===== src/rtl/tsn_pkg.sv =====
// Shared types and widths for the per-port TSN metadata path.
package tsn_pkg;

  localparam int NUM_QUEUES = 4;
  localparam int MD_W       = 8;
  localparam int DROP_CNT_W = 16;

  typedef logic [1:0]            qid_t;
  typedef logic [MD_W-1:0]       md_t;
  typedef logic [DROP_CNT_W-1:0] drop_cnt_t;

  // Increment that sticks at all-ones instead of wrapping.
  function automatic drop_cnt_t sat_inc(input drop_cnt_t v);
    return (v == '1) ? v : v + 1'b1;
  endfunction

endpackage


===== src/rtl/md_queue_buffer_if.sv =====
// Enqueue/dequeue/status bundle between classifier, scheduler, GC and the buffer.
interface md_queue_buffer_if;
    import tsn_pkg::*;

    md_t                    in_mb_md;
    qid_t                   in_mb_qid;
    logic                   in_mb_md_wr;
    logic                   in_mb_q0_rden;
    logic                   in_mb_q1_rden;
    logic                   in_mb_q2_rden;
    logic                   in_mb_q3_rden;
    logic [NUM_QUEUES-1:0]  out_mb_q_nempty;
    logic [NUM_QUEUES-1:0]  out_mb_q_full;
    md_t                    out_mb_md;
    logic                   out_mb_md_wr;
    drop_cnt_t              out_mb_drop_cnt;

    modport master (
        output in_mb_md, in_mb_qid, in_mb_md_wr,
               in_mb_q0_rden, in_mb_q1_rden, in_mb_q2_rden, in_mb_q3_rden,
        input  out_mb_q_nempty, out_mb_q_full, out_mb_md, out_mb_md_wr, out_mb_drop_cnt
    );

    modport slave (
        input  in_mb_md, in_mb_qid, in_mb_md_wr,
               in_mb_q0_rden, in_mb_q1_rden, in_mb_q2_rden, in_mb_q3_rden,
        output out_mb_q_nempty, out_mb_q_full, out_mb_md, out_mb_md_wr, out_mb_drop_cnt
    );

endinterface


===== src/rtl/md_fifo.sv =====
// One circular metadata FIFO: count-based full/empty, registered read data and flags.
module md_fifo
    import tsn_pkg::*;
#(
    parameter int DEPTH = 16,
    parameter int AW    = $clog2(DEPTH)
) (
    input  logic clk,
    input  logic rst_n,
    input  logic push_i,
    input  md_t  wdata_i,
    input  logic pop_i,
    output logic empty_o,
    output logic full_o,
    output logic nempty_reg_o,
    output logic full_reg_o,
    output md_t  rdata_o
);

    localparam logic [AW:0] FULL_CNT = (AW+1)'(DEPTH);

    md_t           mem_q [DEPTH];
    logic [AW-1:0] wr_ptr_q, rd_ptr_q;
    logic [AW:0]   count_q, count_d;
    logic          nempty_q, full_q;
    md_t           rdata_q;
    logic          push_ok, pop_ok;

    // Flags come from the pre-update count, so a same-edge pop never frees room for a push.
    assign empty_o = (count_q == '0);
    assign full_o  = (count_q == FULL_CNT);
    assign push_ok = push_i && !full_o;
    assign pop_ok  = pop_i && !empty_o;

    // NOTE: every variable written in always_comb gets a default first, so no latch is inferred.
    always_comb begin
        count_d = count_q;
        if (push_ok && !pop_ok)
            count_d = count_q + 1'b1;
        else if (pop_ok && !push_ok)
            count_d = count_q - 1'b1;
    end

    // NOTE: storage has no reset; pointers and count define which entries are valid.
    always_ff @(posedge clk) begin
        if (push_ok)
            mem_q[wr_ptr_q] <= wdata_i;
    end

    // NOTE: sequential state uses non-blocking assignments so every flop samples pre-edge values.
    always_ff @(posedge clk or negedge rst_n) begin
        if (!rst_n) begin
            wr_ptr_q <= '0;
            rd_ptr_q <= '0;
            count_q  <= '0;
            nempty_q <= 1'b0;
            full_q   <= 1'b0;
            rdata_q  <= '0;
        end else begin
            if (push_ok)
                wr_ptr_q <= wr_ptr_q + 1'b1;
            if (pop_ok) begin
                rd_ptr_q <= rd_ptr_q + 1'b1;
                rdata_q  <= mem_q[rd_ptr_q];
            end
            count_q  <= count_d;
            nempty_q <= (count_d != '0);
            full_q   <= (count_d == FULL_CNT);
        end
    end

    assign nempty_reg_o = nempty_q;
    assign full_reg_o   = full_q;
    assign rdata_o      = rdata_q;

endmodule


===== src/rtl/md_queue_buffer.sv =====
// Four priority metadata FIFOs with qid demux, lowest-index pop arbiter and drop counter.
module md_queue_buffer
    import tsn_pkg::*;
#(
    parameter int DEPTH = 16,
    parameter int AW    = $clog2(DEPTH)
) (
    input  logic clk,
    input  logic rst_n,
    md_queue_buffer_if.slave mb
);

    logic [NUM_QUEUES-1:0] rden, push, pop, empty, full, nempty_r, full_r;
    md_t                   rdata [NUM_QUEUES];
    qid_t                  pop_sel;
    logic                  pop_any, drop;

    logic      pop_vld_q;
    qid_t      pop_sel_q;
    md_t       out_md_q;
    logic      out_wr_q;
    drop_cnt_t drop_cnt_q;

    assign rden = {mb.in_mb_q3_rden, mb.in_mb_q2_rden, mb.in_mb_q1_rden, mb.in_mb_q0_rden};

    for (genvar g = 0; g < NUM_QUEUES; g++) begin : g_q
        assign push[g] = mb.in_mb_md_wr && (mb.in_mb_qid == qid_t'(g)) && !full[g];

        md_fifo #(.DEPTH(DEPTH), .AW(AW)) u_fifo (
            .clk         (clk),
            .rst_n       (rst_n),
            .push_i      (push[g]),
            .wdata_i     (mb.in_mb_md),
            .pop_i       (pop[g]),
            .empty_o     (empty[g]),
            .full_o      (full[g]),
            .nempty_reg_o(nempty_r[g]),
            .full_reg_o  (full_r[g]),
            .rdata_o     (rdata[g])
        );
    end

    // Lowest-indexed requesting queue that actually holds data wins.
    always_comb begin
        pop_any = 1'b0;
        pop_sel = '0;
        for (int i = 0; i < NUM_QUEUES; i++) begin
            if (!pop_any && rden[i] && !empty[i]) begin
                pop_any = 1'b1;
                pop_sel = qid_t'(i);
            end
        end
        pop = pop_any ? (NUM_QUEUES'(1) << pop_sel) : '0;
    end

    assign drop = mb.in_mb_md_wr && full[mb.in_mb_qid];

    // The FIFO registers the popped word; this stage selects it and forms the strobe.
    always_ff @(posedge clk or negedge rst_n) begin
        if (!rst_n) begin
            pop_vld_q  <= 1'b0;
            pop_sel_q  <= '0;
            out_md_q   <= '0;
            out_wr_q   <= 1'b0;
            drop_cnt_q <= '0;
        end else begin
            pop_vld_q <= pop_any;
            pop_sel_q <= pop_sel;
            out_md_q  <= pop_vld_q ? rdata[pop_sel_q] : '0;
            out_wr_q  <= pop_vld_q;
            if (drop)
                drop_cnt_q <= sat_inc(drop_cnt_q);
        end
    end

    assign mb.out_mb_q_nempty = nempty_r;
    assign mb.out_mb_q_full   = full_r;
    assign mb.out_mb_md       = out_md_q;
    assign mb.out_mb_md_wr    = out_wr_q;
    assign mb.out_mb_drop_cnt = drop_cnt_q;

endmodule


===== src/flat_wrapper.sv =====
// flat-port wrapper written by rule: the top's interface ports become plain ports
module md_queue_buffer_flat import tsn_pkg::*;
#(
    parameter int DEPTH = 16,
    parameter int AW    = $clog2(DEPTH)
)
  (clk, rst_n, mb_in_mb_md, mb_in_mb_qid, mb_in_mb_md_wr, mb_in_mb_q0_rden, mb_in_mb_q1_rden, mb_in_mb_q2_rden, mb_in_mb_q3_rden, mb_out_mb_q_nempty, mb_out_mb_q_full, mb_out_mb_md, mb_out_mb_md_wr, mb_out_mb_drop_cnt);
  md_queue_buffer_if mb_i ();
  input  logic clk;
  input  logic rst_n;
  input wire logic [$bits(mb_i.in_mb_md)-1:0] mb_in_mb_md;
  input wire logic [$bits(mb_i.in_mb_qid)-1:0] mb_in_mb_qid;
  input wire logic [$bits(mb_i.in_mb_md_wr)-1:0] mb_in_mb_md_wr;
  input wire logic [$bits(mb_i.in_mb_q0_rden)-1:0] mb_in_mb_q0_rden;
  input wire logic [$bits(mb_i.in_mb_q1_rden)-1:0] mb_in_mb_q1_rden;
  input wire logic [$bits(mb_i.in_mb_q2_rden)-1:0] mb_in_mb_q2_rden;
  input wire logic [$bits(mb_i.in_mb_q3_rden)-1:0] mb_in_mb_q3_rden;
  output wire logic [$bits(mb_i.out_mb_q_nempty)-1:0] mb_out_mb_q_nempty;
  output wire logic [$bits(mb_i.out_mb_q_full)-1:0] mb_out_mb_q_full;
  output wire logic [$bits(mb_i.out_mb_md)-1:0] mb_out_mb_md;
  output wire logic [$bits(mb_i.out_mb_md_wr)-1:0] mb_out_mb_md_wr;
  output wire logic [$bits(mb_i.out_mb_drop_cnt)-1:0] mb_out_mb_drop_cnt;
  assign mb_i.in_mb_md = mb_in_mb_md;
  assign mb_i.in_mb_qid = mb_in_mb_qid;
  assign mb_i.in_mb_md_wr = mb_in_mb_md_wr;
  assign mb_i.in_mb_q0_rden = mb_in_mb_q0_rden;
  assign mb_i.in_mb_q1_rden = mb_in_mb_q1_rden;
  assign mb_i.in_mb_q2_rden = mb_in_mb_q2_rden;
  assign mb_i.in_mb_q3_rden = mb_in_mb_q3_rden;
  assign mb_out_mb_q_nempty = mb_i.out_mb_q_nempty;
  assign mb_out_mb_q_full = mb_i.out_mb_q_full;
  assign mb_out_mb_md = mb_i.out_mb_md;
  assign mb_out_mb_md_wr = mb_i.out_mb_md_wr;
  assign mb_out_mb_drop_cnt = mb_i.out_mb_drop_cnt;
  md_queue_buffer #(.DEPTH(DEPTH), .AW(AW)) u_core (.clk(clk), .rst_n(rst_n), .mb(mb_i));
endmodule

===== config.mk =====
export PLATFORM = sky130hd
export DESIGN_NAME = md_queue_buffer_flat
export DESIGN_NICKNAME = d
export VERILOG_FILES = /design/src/rtl/tsn_pkg.sv /design/src/rtl/md_queue_buffer_if.sv /design/src/rtl/md_fifo.sv /design/src/rtl/md_queue_buffer.sv /design/src/flat_wrapper.sv
export SDC_FILE = /design/constraint.sdc
export NUM_CORES = 1
export LEC_CHECK = 0
export ABC_AREA = 0
export CORE_UTILIZATION = 51
export CTS_BUF_LIST = sky130_fd_sc_hd__clkbuf_8 sky130_fd_sc_hd__clkbuf_16
export CTS_CLUSTER_DIAMETER = 100
export DETAILED_ROUTE_END_ITERATION = 10
export GPL_ROUTABILITY_DRIVEN = 0
export PLACE_DENSITY = 0.67
export SETUP_SLACK_MARGIN = 0.02
export SLEW_MARGIN = 20
export SYNTH_ARGS = -nofsm -noshare
export SYNTH_HDL_FRONTEND = slang
export SYNTH_HIERARCHICAL = 1
export SYNTH_SLANG_ARGS = --single-unit

===== constraint.sdc =====
create_clock -name clk -period 4.4 [get_ports clk]
set_input_delay 0.88 -clock clk [delete_from_list [all_inputs] [get_ports clk]]
set_output_delay 0.88 -clock clk [all_outputs]
set_load 0.01 [all_outputs]

==> results.py <==
metrics = {
    "critical_path": {
        "end_kind": "flip-flop",
        "cp_data_required_time_ns": 4.84,
        "r2r_slack_ns": 0.76,
        "cp-start-kind": "flip-flop",
        "rr_startpoint": "u_core/g_q[0].u_fifo/count_q[0]$_DFF_PN0_",
        "cpMaxStageDelayCell": "nor2_1",
        "crit_path_frequent_cell": "nor2b_1",
        "reg2regPathDepth": 9,
        "r2r_end": "u_core/g_q[1].u_fifo/nempty_reg_o$_DFF_PN0_",
        "critPathKind": "flip-flop to flip-flop",
        "path_cells": "inv_1 > ha_1 > nor4b_4 > nor2b_1 > nor2_1 > nor2b_1 > o32ai_2 > xor2_1 > or4_1",
        "path_max_fanout": 12,
        "timing.critical_path.arrival_ns": 4.08,
        "slowest_delay_ns": 0.61,
    },
    "cts": {
        "cts_root_buf": "clkbuf_16",
        "clk_transition_reported_paths_ns": 0.05,
        "clock_path_buffers": 3,
        "cts_sinks": 632,
        "insertion_delay_ns": 0.59,
        "tritoncts": "done",
        "cts_resized": 0,
        "numCtsBuffers": 66,
        "postCtsSetupBuffers": 0,
        "htree_levels": 3,
        "cts_hold_buf": 0,
    },
    "placed_design": {
        "port_buffers": 49,
        "place_hpwl_mm": 34.0,
        "place_ws_ns": 0.701,
    },
    "routing": {
        "drc": 0,
        "first_iter_violations": 1054,
        "num_vias": 13300,
        "routed_wirelength_mm": 53.9,
        "avgViaCountPerCell": 5.91,
        "wl_per_cell_um": 23.9,
        "ant_nets": 0,
        "drt_pre_antenna_iters": 5,
    },
    "power": {
        "leakage_nw": 10.2,
        "power_w": 0.0176,
        "vdd_drop_max_uv": 295,
        "powerDensity_nw_per_um2": 594,
    },
    "layout": {
        "nets": 1575,
        "antennaDiodeCount": 0,
        "drive_above_1_share_pct": 20.4,
        "areaGrowthSynthToFinish_pct": 12.8,
    },
    "timing": {
        "slew_headroom_pct": 33.9,
        "fin_crit_sh_pct": 82.8,
        "min_period_ns": 3.64,
        "holdWs_ns": 0.378,
        "hold_viol_final": 0,
        "finalSetupViolCount": 0,
        "slew_viol_final": 0,
        "worstMarginPinSlew_ns": 0.991,
        "rsz0062_at_grt": "false",
        "skew_ns": 0.0220,
        "finalSetupTns_ns": 0,
        "fmax_mhz": 275,
        "setup_slack_ns": 0.758,
    },
    "yosys": {
        "syn_area_per_cell_um2": 18.1,
        "ys_seq_elements": 632,
        "synthDistinctLibCells": 72,
        "ys_warn_count": 6,
        "synth_top_flop_cell": "edfxtp_1",
        "ys_async_sr_fraction_pct": 19.0,
        "synth_cells": 1452,
        "synth_edf_count": 512,
        "syn_nets": 1498,
        "syn_area_um2": 26300,
        "synth_seq_area_share_pct": 70.0,
    },
    "die": {
        "die_h_um": 229,
        "die_area_um2": 52400,
        "ios": 50,
        "die_w_um": 229,
        "core_area_um2": 50500,
        "start_util_pct": 52.0,
        "core.rowCount": 82,
    },
    "global_route": {
        "grt_pass1_wl_mm": 82.9,
        "grt-ovfl-total": 0,
        "grtUsageTotal_pct": 21.1,
        "grt_max_degree": 102,
        "antenna_found_initial": 0,
        "grt_pass1_vias": 13500,
    },
    "hold_path": {
        "min_path_type": "input pin to asynchronous set/reset pin",
    },
    "status": {
        "status": "finished, final reports clean",
    },
    "run": {
        "max-cap-violations": 0,
    },
}
==> worst max path at each step <==
stage                                                          from                                          end  slack, ns  cells past startpoint
final                     u_core/g_q[0].u_fifo/count_q[0]$_DFF_PN0_  u_core/g_q[1].u_fifo/nempty_reg_o$_DFF_PN0_       0.76                      9
after floorplan           u_core/g_q[0].u_fifo/count_q[0]$_DFF_PN0_   u_core/g_q[0].u_fifo/mem_q[7][0]$_DFFE_PP_       1.11                     11
after global placement                             mb_in_mb_q0_rden  u_core/g_q[3].u_fifo/nempty_reg_o$_DFF_PN0_       0.70                      8
after global routing      u_core/g_q[2].u_fifo/count_q[1]$_DFF_PN0_  u_core/g_q[3].u_fifo/nempty_reg_o$_DFF_PN0_       0.49                     10
after detailed placement                           mb_in_mb_q1_rden  u_core/g_q[1].u_fifo/nempty_reg_o$_DFF_PN0_       0.70                      7
after CTS                 u_core/g_q[1].u_fifo/count_q[0]$_DFF_PN0_  u_core/g_q[3].u_fifo/nempty_reg_o$_DFF_PN0_       0.76                     10
==> layer usage <==
| layer | vias up | global-route usage [%] | share of wire (%) |
|---|---|---|---|
| met5 | - | 0 | 0 |
| met4 | 0 | 5.94 | 1.7 |
| met3 | 57 | 3.18 | 4.8 |
| met2 | 316 | 32.8 | 47 |
| met1 | 7006 | 31.3 | 46 |
| li1 | 5926 | - | - |
==> worst max-delay path, delay by kind of cell (launching register included) <==
kind	cells	cell delay, ns
compound gates	1	0.17
xor+xnor	1	0.19
fa+ha+maj	1	0.24
buf+inv	1	0.11
flops	1	0.51
simple gates	5	2.28
==> layout by cell type (no fill, tap or decap), drive strengths merged, types with 4 or more instances in the layout <==
cell	synthesis	routed
a21o	21	21
a21oi	15	15
and2	45	45
and3	11	11
and3b	4	4
and4	19	19
buf	44	52
clkbuf	39	79
clkdlybuf4s50	0	40
clkinv	0	17
dfrtp	120	120
edfxtp	512	512
ha	29	29
inv	24	44
maj3	7	7
mux2	16	16
mux2i	61	61
mux4	136	136
nand2	69	69
nand2b	10	10
nand3	14	14
nand4	16	16
nand4bb	4	4
nor2	19	19
nor2b	11	11
nor3	16	16
nor3b	24	24
nor4b	7	7
o2111ai	4	4
o211ai	4	4
o21ai	32	32
o22ai	23	23
o311ai	4	4
or3b	4	4
xnor2	45	45
xor2	4	4
==> flip-flops by register name, summed over array words and instances, names as in the netlist <==
name                            cells
u_core/g_q.u_fifo/rd_ptr_q         16
u_core/pop_sel_q                    2
u_core/mb.out_mb_md                 8
u_core/g_q.u_fifo/full_reg_o        4
u_core/mb.out_mb_md_wr              1
u_core/g_q.u_fifo/nempty_reg_o      4
u_core/g_q.u_fifo/wr_ptr_q         16
u_core/g_q.u_fifo/count_q          20
u_core/g_q.u_fifo/mem_q           512
u_core/pop_vld_q                    1
u_core/g_q.u_fifo/rdata_o          32
u_core/mb.out_mb_drop_cnt          16
==> layout make-up <==
class	count	area [µm²]
fillers	3722	20800
flip-flops and latches	632	18400
multi-input cells	713	7400
clock buffers	79	1890
well taps	672	841
repair buffers	92	777
clock inverters	41	256
inverters	24	90.1
==> synthesized netlist by cell type, types with 4 or more instances <==
cell type	number	share of area, %
a21o_1	21	0.60
a21oi_1	14	0.27
and2_1	45	1.1
and3_1	11	0.26
and3b_1	4	0.13
and4_1	18	0.60
buf_1	9	0.13
buf_2	26	0.50
buf_6	6	0.26
clkbuf_1	39	0.56
dfrtp_1	120	11
edfxtp_1	512	59
ha_1	29	1.4
inv_1	24	0.34
maj3_1	7	0.27
mux2_2	14	0.60
mux2i_1	61	2.3
mux4_2	136	12
nand2_1	69	0.99
nand2b_1	10	0.24
nand3_1	13	0.25
nand4_1	16	0.38
nand4bb_1	4	0.17
nor2_1	18	0.26
nor2b_1	11	0.26
nor3_1	15	0.29
nor3b_1	24	0.69
o2111ai_1	4	0.13
o211ai_1	4	0.11
o21ai_0	24	0.46
o21ai_1	4	0.076
o22ai_1	22	0.52
xnor2_1	45	1.5
xor2_1	4	0.13
==> through the flow <==
step                std cells  cell area [µm²]  util, %
finish                   2253            29600     58.7
global route             2253            29600     58.7
CTS                      2253            29600     58.7
detailed placement       2133            27500     54.5
global placement         2133            27500     54.5
floorplan                1452            26300        -
==> power breakdown <==
part	switching [W]	internal, W
clock network	0.00219	0.00321
registers	0.00109	0.00702
logic	0.00188	0.00221
==> logic make-up after synthesis <==
kind of cell	Yosys count	synth area share, %
muxes	213	14.7
adders and majority gates	36	1.65
AOI/OAI and AO/OA	130	3.61
buffers and inverters	107	1.87
and+or+nand+nor	285	6.60
xor gates and xnor gates	49	1.63
DFF	632	70.0
(Power assumes the default switching activity.)
